==> src/rtl/timer_pkg.sv <==
// ---------------------------------------------------------------------------
// timer_pkg
// Shared definitions for the multi-channel interval timer:
//   - ch_state_e : per-channel FSM state encoding (IDLE / RUN / DONE)
//   - default widths for channel count, counter width and prescaler width
//   - ch_lsb()   : bit offset of channel n inside a packed per-channel bus
// ---------------------------------------------------------------------------
package timer_pkg;

    localparam int NUM_CH_DEF = 4;
    localparam int CNT_W_DEF  = 16;
    localparam int PRE_W_DEF  = 16;

    typedef enum logic [1:0] {
        ST_IDLE = 2'd0,
        ST_RUN  = 2'd1,
        ST_DONE = 2'd2
    } ch_state_e;

    // Channel n of a packed bus of w-bit fields lives at [ch_lsb(n, w) +: w].
    function automatic int unsigned ch_lsb(input int unsigned n, input int unsigned w);
        return n * w;
    endfunction

endpackage

==> src/rtl/timer_channel.sv <==
// ---------------------------------------------------------------------------
// timer_channel
// One interval timer channel: FSM, tick counter, latched interval, sticky
// pending and overrun flags, and the gated interrupt request.
//
// Ports
//   clk         clock, rising edge
//   srst        synchronous active-high reset
//   tick_i      shared prescaler tick (one cycle wide)
//   en_i        run enable (level)
//   interval_i  period in ticks (0 = channel inert)
//   one_shot_i  1 = one-shot, 0 = periodic; captured when the channel starts
//   clr_i       one-cycle clear of pending and overrun
//   irq_en_i    interrupt gate
//   pending_o   sticky expiry flag (ungated)
//   overrun_o   sticky: expiry while pending was already set
//   count_o     current tick count
//   irq_o       pending_o & irq_en_i
// ---------------------------------------------------------------------------
module timer_channel
    import timer_pkg::*;
#(
    parameter int CNT_W = CNT_W_DEF
) (
    input  logic             clk,
    input  logic             srst,
    input  logic             tick_i,
    input  logic             en_i,
    input  logic [CNT_W-1:0] interval_i,
    input  logic             one_shot_i,
    input  logic             clr_i,
    input  logic             irq_en_i,
    output logic             pending_o,
    output logic             overrun_o,
    output logic [CNT_W-1:0] count_o,
    output logic             irq_o
);

    ch_state_e        state_q, state_d;
    logic [CNT_W-1:0] count_q, count_d;
    logic [CNT_W-1:0] ival_q,  ival_d;
    logic             mode_q,  mode_d;
    logic             pending_q, pending_d;
    logic             overrun_q, overrun_d;
    logic             expire;

    // State and datapath registers
    always_ff @(posedge clk) begin
        if (srst) begin
            state_q   <= ST_IDLE;
            count_q   <= '0;
            ival_q    <= '0;
            mode_q    <= 1'b0;
            pending_q <= 1'b0;
            overrun_q <= 1'b0;
        end else begin
            state_q   <= state_d;
            count_q   <= count_d;
            ival_q    <= ival_d;
            mode_q    <= mode_d;
            pending_q <= pending_d;
            overrun_q <= overrun_d;
        end
    end

    // Next-state logic
    always_comb begin
        state_d = state_q;
        unique case (state_q)
            ST_IDLE: if (en_i && (interval_i != '0)) state_d = ST_RUN;
            ST_RUN: begin
                if (!en_i)                state_d = ST_IDLE;
                else if (expire && mode_q) state_d = ST_DONE;
            end
            ST_DONE: if (!en_i) state_d = ST_IDLE;
            default: state_d = ST_IDLE;
        endcase
    end

    // Datapath / output logic
    always_comb begin
        // Disabling in RUN takes priority over a coincident tick.
        expire  = (state_q == ST_RUN) && en_i && tick_i &&
                  (count_q == ival_q - 1'b1);
        count_d = count_q;
        ival_d  = ival_q;
        mode_d  = mode_q;

        unique case (state_q)
            ST_IDLE: begin
                count_d = '0;
                if (en_i && (interval_i != '0)) begin
                    ival_d = interval_i;
                    mode_d = one_shot_i;
                end
            end
            ST_RUN: begin
                if (!en_i) begin
                    count_d = '0;
                end else if (expire) begin
                    count_d = '0;
                    // Periodic channels pick up a new interval only at the
                    // period boundary, so a mid-period write never truncates.
                    if (!mode_q) ival_d = interval_i;
                end else if (tick_i) begin
                    count_d = count_q + 1'b1;
                end
            end
            default: count_d = '0;
        endcase

        // Expiry beats a coincident clear; overrun needs an uncleared pending.
        pending_d = expire ? 1'b1 : (clr_i ? 1'b0 : pending_q);
        overrun_d = clr_i  ? 1'b0 : (overrun_q | (expire & pending_q));
    end

    assign pending_o = pending_q;
    assign overrun_o = overrun_q;
    assign count_o   = count_q;
    assign irq_o     = pending_q & irq_en_i;

endmodule

==> src/rtl/multi_interval_timer.sv <==
// ---------------------------------------------------------------------------
// multi_interval_timer
// NUM_CH independent interval timers sharing one free-running prescaler.
// Per-channel gated interrupts are ORed into interrupt_o.
//
// Ports
//   ap_clk         clock, rising edge
//   ap_rst         synchronous active-high reset
//   prescale_i     tick period minus one (0 = tick every cycle)
//   interval_i     per-channel period in ticks, channel n at [n*CNT_W +: CNT_W]
//   ch_en_i        per-channel run enable
//   one_shot_i     per-channel mode, 1 = one-shot
//   irq_en_i       per-channel interrupt gate
//   irq_clr_i      per-channel clear of pending and overrun
//   irq_pending_o  per-channel sticky expiry flag
//   overrun_o      per-channel sticky overrun flag
//   count_o        per-channel counts (debug)
//   interrupt_o    |(irq_pending_o & irq_en_i)
// ---------------------------------------------------------------------------
module multi_interval_timer
    import timer_pkg::*;
#(
    parameter int NUM_CH = NUM_CH_DEF,
    parameter int CNT_W  = CNT_W_DEF,
    parameter int PRE_W  = PRE_W_DEF
) (
    input  logic                    ap_clk,
    input  logic                    ap_rst,
    input  logic [PRE_W-1:0]        prescale_i,
    input  logic [NUM_CH*CNT_W-1:0] interval_i,
    input  logic [NUM_CH-1:0]       ch_en_i,
    input  logic [NUM_CH-1:0]       one_shot_i,
    input  logic [NUM_CH-1:0]       irq_en_i,
    input  logic [NUM_CH-1:0]       irq_clr_i,
    output logic [NUM_CH-1:0]       irq_pending_o,
    output logic [NUM_CH-1:0]       overrun_o,
    output logic [NUM_CH*CNT_W-1:0] count_o,
    output logic                    interrupt_o
);

    logic [PRE_W-1:0]  pre_q, pre_d;
    logic              tick;
    logic [NUM_CH-1:0] irq_vec;

    // Free-running prescaler. If prescale_i is lowered below pre_q the
    // counter simply runs on and wraps before matching again.
    always_comb begin
        tick  = (pre_q == prescale_i);
        pre_d = tick ? '0 : pre_q + 1'b1;
    end

    always_ff @(posedge ap_clk) begin
        if (ap_rst) pre_q <= '0;
        else        pre_q <= pre_d;
    end

    generate
        for (genvar gi = 0; gi < NUM_CH; gi++) begin : g_ch
            timer_channel #(
                .CNT_W(CNT_W)
            ) u_ch (
                .clk        (ap_clk),
                .srst       (ap_rst),
                .tick_i     (tick),
                .en_i       (ch_en_i[gi]),
                .interval_i (interval_i[ch_lsb(gi, CNT_W) +: CNT_W]),
                .one_shot_i (one_shot_i[gi]),
                .clr_i      (irq_clr_i[gi]),
                .irq_en_i   (irq_en_i[gi]),
                .pending_o  (irq_pending_o[gi]),
                .overrun_o  (overrun_o[gi]),
                .count_o    (count_o[ch_lsb(gi, CNT_W) +: CNT_W]),
                .irq_o      (irq_vec[gi])
            );
        end
    endgenerate

    assign interrupt_o = |irq_vec;

endmodule

==> config.mk <==
export PLATFORM = sky130hd
export DESIGN_NAME = multi_interval_timer
export DESIGN_NICKNAME = d
export VERILOG_FILES = /design/src/rtl/timer_pkg.sv /design/src/rtl/timer_channel.sv /design/src/rtl/multi_interval_timer.sv
export SDC_FILE = /design/constraint.sdc
export NUM_CORES = 1
export LEC_CHECK = 0
export ABC_AREA = 0
export ABC_CLOCK_PERIOD_IN_PS = 5800
export CORE_MARGIN = 10
export CORE_UTILIZATION = 30
export DETAILED_ROUTE_END_ITERATION = 8
export GPL_TIMING_DRIVEN = 0
export SLEW_MARGIN = 20
export SYNTH_ARGS = -nofsm -noshare
export SYNTH_HDL_FRONTEND = slang
export SYNTH_HIERARCHICAL = 1
export SYNTH_SLANG_ARGS = --single-unit
==> constraint.sdc <==
create_clock -name ap_clk -period 5.8 [get_ports ap_clk]
set_input_delay 1.16 -clock ap_clk [delete_from_list [all_inputs] [get_ports ap_clk]]
set_output_delay 1.16 -clock ap_clk [all_outputs]
set_load 0.02 [all_outputs]
; ---- Word level (Yosys, flattened, before mapping)
; Cells that the tools add are included.
[word_totals]
wordCells = 197
mem_count = 0
ram_bits = 0
output_inout_bits = 73
inputBits = 98
latchBits = 0
romBits = 0
register_bits = 164
[classes]
n_div = 0
order_cmp = 0
mux = 48
eq_ne = 37
bitwise = 20
n_shift = 0
n_mul = 0
n_addsub = 9
n_reduce_logical = 58
[ops]
columns = cell, n
row1 = $mux 16, 16
row2 = $pmux 16 s2, 4
row3 = $add 16x1->16 const B, 5
row4 = $eq 16x16->1, 5
row5 = $reduce_bool 16->1, 4
row6 = $sub 16x1->16 const B, 4
row7 = $mux 2, 16
row8 = $ne 2x2->1 const B, 12
row9 = $pmux 2 s3, 4
row10 = $logic_and 1x1->1, 20
row11 = $reduce_and 5->1, 4
row12 = $reduce_or 4->1, 5
row13 = $ne 2x1->1 const B, 8
row14 = $reduce_bool 2->1, 8
row15 = $ne 3x2->1 const B, 4
row16 = $reduce_and 3->1, 4
row17 = $reduce_or 2->1, 5
row18 = $and 1x1->1, 8
row19 = $eq 2x1->1 const B, 4
row20 = $eq 2x2->1 const B, 4
row21 = $logic_not 2->1, 4
row22 = $mux 1, 8
row23 = $not 1->1, 8
row24 = $reduce_and 2->1, 4
row25 = $or 1x1->1, 4

; ---- Depth between registers and ports, before layout
[logic_depth]
ltp_word = 8
mapped_depth = 14
ltp_nobuf = 11

; ---- By module
; Netlist, hierarchy kept.
[by_module_without_submodules]
columns = module, instances, area_per_inst_um2, cells_per_inst, seq_area_each_um2
row1 = timer_channel (g_ch[0].u_ch ...), 3, 2143.3, 255, 740.7
row2 = timer_channel (g_ch[3].u_ch), 1, 2270.9, 262, 740.7
row3 = multi_interval_timer, 1, 908.4, 102, 320.3

; ---- Worst setup path after synthesis
; OpenSTA, ideal clock, no wires.
[synth_timing]
path_type = input to register
start = in prescale_i[5]
end = reg g_ch[3].u_ch.count_q[12]
setup_time_ns = 0.115
arrival_time_ns = 5.630
stages = 13
path_buffers = 2
path_slack_ns = 0.055
path_cell_list = xnor2_1 > nand4_2 > nor4_1 > clkbuf_1 > nand2_1 > nor4_1 > nand3_1 > or4_1 > or3_1 > or4_4 > nand3_4 > buf_6 > nor2_1
[synth_between]
elab_chain_len = 4
[synth_rtl]
columns = element, line
row1 = "start, declared", multi_interval_timer.sv:29  ; input logic [PRE_W-1:0] prescale_i,
row2 = $eq 16x16->1 (*), multi_interval_timer.sv:48  ; tick = (pre_q == prescale_i);
row3 = net tick, multi_interval_timer.sv:42  ; logic tick;
row4 = $logic_and 1x1->1 (2 in a row), timer_channel.sv:83  ; expire = (state_q == ST_RUN) && en_i && tick_i &&
row5 = $reduce_or 4->1 (no line), -
row6 = "end signal, assigned", timer_channel.sv:58  ; count_q <= count_d;
row7 = "end, declared", timer_channel.sv:40  ; logic [CNT_W-1:0] count_q, count_d;
; The timed path passes the listed nets; every way through them passes the cells marked *.
; A chain may end at the register's enable or synchronous reset.

; ---- Worst setup path in the final report
[layout_timing]
start = in prescale_i[2]
end = reg g_ch[3].u_ch.count_q[13]
; The elaborated chain is that of the path after synthesis.

==> flow_results.org <==
** Layout
- Summing all multi-input logic gate instances after layout gives 0.00590 mm².
- End-of-flow core utilization :: 0.394
- Sequential Area :: 0.00328 mm²
- Of the cells placed in the final design, the portion with a size suffix greater than 1 is 0.0720.
- Inserted Diodes :: 0
- The finished cells cover 0.0124 mm².
- Layout filler cell count :: 3206
- For this run, the post-layout net count is 1428.
- Area growth from synthesis to layout :: 29.5%
- Final Instance Count excl. Fillers :: 1736

** Place
- Post-place setup slack :: roughly 0.29 ns
- Number of instances in the placed design :: 1704
- Once placement finished, the instance area stood at roughly 0.012 mm².
- Weighted congestion reported at the end of routability-driven placement :: 0.832
- Detail Placement HPWL :: 21.0 mm
- Number of buffer cells added on primary ports :: between 150 and 200

** STA
- Max Clock Skew :: 0.0120 ns
- Count of final hold-check violations :: 0
- Subtracting the final worst setup slack from the clock period gives around 5 ns.
- Final Hold Slack :: 0.472 ns
- RSZ-0062 raised after global routing :: no
- At the pin with the least slew margin, the transition time is 0.750 ns.
- Measured against its own limit, the worst slew margin works out to 0.500.
- Final number of max-transition violations :: 0
- Setup violations remaining at the end of the flow were counted as 0.
- For the final routed database, the setup TNS stands at 0 ns.
- Final critical-path setup slack :: just over 0.8 ns
- In the finished design, the share of the clock period the worst path needs comes to 0.859.
- Top achievable clock speed :: 201 MHz

** Floorplan
- Initial standard-cell utilization of the core :: 0.305
- Die width :: 199 µm
- Height of the die :: 199 µm
- In this run the standard cell core region covers about 0.032 mm².
- Area of the die :: 0.0396 mm²
- The floorplan has 65 rows.
- Pin placement for this block handled 171 I/O pins.

** Clock network
- Clock latency on the worst-skew pair, taken at its later pin, is 0.43 ns.
- H-Tree Level Count :: 4
- Clock Root Buffer :: clkbuf_16
- Clock Pin Slew Worst Setup and Hold Paths :: approximately 0.070 ns
- Once the clock tree was built, the resizer swapped 0 gates to a different size.
- The clock net in this run drives a total of 164 sinks.
- Cts bufs inserted :: 17
- TritonCTS built the clock tree.
- In this run the deepest clock path goes through 2 buffers.
- CTS Hold Buffers Added :: 0
- Post-CTS timing repair inserted 0 buffers for setup.

** Synth
- Count of synthesis-stage warnings from yosys :: 6
- Share of synthesized area occupied by flip-flops and latches :: 0.342
- Yosys mapped the design onto 62 distinct sky130hd cell types.
- Async set-or-reset flop fraction in the synthesized netlist :: 0
- Synthesis produced 1129 cells.
- The synthesized design contains roughly 160 register bits.
- Yosys mapped a number of flops with a built-in enable equal to 0.
- Post-Syn Nets :: ~1200
- Average cell area after synthesis :: 8.51 µm²
- Synth Flop Type :: dfxtp_1
- The cell area that synthesis handed to floorplanning was 0.00961 mm².

** Power
- Worst ir drop on vdd :: 0.000175 V
- Summing internal, switching and leakage power gives 2.86 mW.
- In this run the static leakage power is 4.45 nW.
- PwrDens :: 230 mW/mm²

** Run
- Max-cap violations in this run came to 0.

** Hold path
- The min-delay analysis places its worst path in the category reg -> reg.

** Setup path
- CP Class :: in -> reg
- Critical Path RT :: 6.13 ns
- Worst setup EP type :: flip-flop
- Data arrival, critical path :: 5.31 ns
- For flop-to-flop paths, the worst setup slack is 1.57 ns.
- STA classifies the critical path startpoint as an input port.
- Max Fanout on Critical Path :: 10

** GRT
- Largest net degree at the start of global routing :: 21
- The number of antenna violations at the first check in global routing was 0.
- Combined global-route utilization of all metal layers :: 0.136
- The via count of the first global-routing pass is a little over 8000.
- After global routing the overflow that remains totals 0.
- The first global-routing pass estimated 43.3 mm of wire.

** Run status
- Status :: finished, final reports clean

** Route
- In the detailed route, the total length drawn on met3 is ~1.9 mm.
- Drt total wl :: 26.9 mm
- After detailed routing, the number of remaining DRC violations is 0.
- Detailed routing inserted a total of 8338 vias.
- Initial DRC count :: ~390
- Highest layer used for signal routing :: met4
- Detailed routing placed a total of 12.5 mm of wire on met2.
- Number of nets with antenna violations after detailed routing :: 0
- WL/cell :: 15.5 µm
- In the final routing, the length of wire on met1 measures 12.3 mm.
- The pre-antenna-repair detailed-routing pass consisted of 6 iterations.
- In the routed layout, each cell is associated on average with a via count of between 4 and 5.
[Yosys cell counts (4+ instances only)]
cell / n / area [µm²]
dfxtp_1: 164 / 3280
nand2_1: 155 / 582
nor2_1: 144 / 541
xnor2_1: 99 / 867
mux2i_1: 85 / 851
xor2_1: 67 / 587
nand2b_1: 34 / 213
nand4_1: 31 / 194
clkbuf_1: 30 / 113
nor4_1: 30 / 188
inv_1: 29 / 109
nor3_1: 27 / 135
and3_1: 15 / 93.8
a21oi_1: 14 / 70.1
buf_6: 13 / 146
o21ai_0: 13 / 65.1
a31oi_1: 11 / 68.8
nand3_1: 11 / 55.1
or3_1: 11 / 68.8
or4_1: 10 / 75.1
ha_1: 9 / 113
or4_4: 9 / 101
and2_1: 7 / 43.8
nor3b_1: 7 / 52.6
o21a_1: 7 / 52.6
or4b_1: 7 / 70.1
buf_2: 6 / 30.0
o211ai_1: 6 / 45.0
and3b_1: 5 / 43.8
a211oi_1: 4 / 30.0
nand4b_1: 4 / 35.0
nor2b_1: 4 / 25.0
nor4_2: 4 / 50.1
[final timing paths]
kind / start / to / cells past startpoint
hold reg to reg: g_ch[3].u_ch/overrun_o / g_ch[3].u_ch/overrun_o / 1
setup reg to reg: pre_q[7] / g_ch[3].u_ch/count_o[13] / 16
setup / recovery: prescale_i[2] / g_ch[3].u_ch/count_o[13] / 16
hold / removal: g_ch[3].u_ch/overrun_o / g_ch[3].u_ch/overrun_o / 1
[cells by family (layout without fill, tap and decap cells)]
group	after synthesis	count (layout)	synth area share
flip-flops	164	164	0.342
AO/OA/AOI/OAI	83	83	0.0698
XOR/XNOR	167	167	0.153
adder cells (fa/ha/maj)	9	9	0.0117
AND/OR/NAND/NOR	536	536	0.289
multiplexers	86	86	0.0897
buffers and inverters	84	289	0.0453
[where the power goes]
part,total (mW),switching [mW],internal (mW)
Clock,1.20,0.508,0.689
Sequential,1.20,0.0399,1.16
Combinational,0.467,0.228,0.239
[state kept, by name (all words and copies together) (netlist names)]
| register | cells |
|---|---|
| g_ch.u_ch/pending_o | 4 |
| g_ch.u_ch/overrun_o | 4 |
| pre_q | 16 |
| g_ch.u_ch/state_q | 8 |
| g_ch.u_ch/ival_q | 64 |
| g_ch.u_ch/count_o | 64 |
| g_ch.u_ch/mode_q | 4 |
[metal layers]
layer,track usage,vias to the layer above
met5,0,-
met4,0.0314,0
met3,0.0456,14
li1,-,4275
met1,0.168,3877
met2,0.224,172
[layout make-up]
type,instances,area share
plain buffers,55,0.0262
clock buffers,17,0.0342
clock inverters,15,0.0153
inverters,29,0.00874
multi-input cells,881,0.474
flip-flops and latches,164,0.264
well taps,402,0.0404
repair buffers,173,0.138
[worst max-delay path, stage by stage]
cell and delay [ns]:
clkdlybuf4s50_1 0.48, xnor2_1 0.12, nand4_1 0.22, nor4_2 0.27, buf_2 0.25, buf_4 0.20, clkbuf_1 0.30, nand2_1 0.09
nor4_1 0.37, nand3_1 0.14, or4_1 0.50, or3_1 0.37, or4_4 0.48, nand3_4 0.16, buf_6 0.16, nor2_1 0.05
[layout by cell type, fill, tap and decap left out, types with 30 or more instances in the layout]
| cell | netlist | routed |
|---|---|---|
| dfxtp_1 | 164 | 164 |
| clkdlybuf4s50_1 | 0 | 169 |
| xor2_1 | 67 | 67 |
| mux2i_1 | 85 | 85 |
| nand2_1 | 155 | 155 |
| nand4_1 | 31 | 31 |
| nand2b_1 | 34 | 34 |
| xnor2_1 | 99 | 99 |
| nor2_1 | 144 | 144 |
| clkbuf_1 | 30 | 30 |
(Power assumes the default switching activity.)
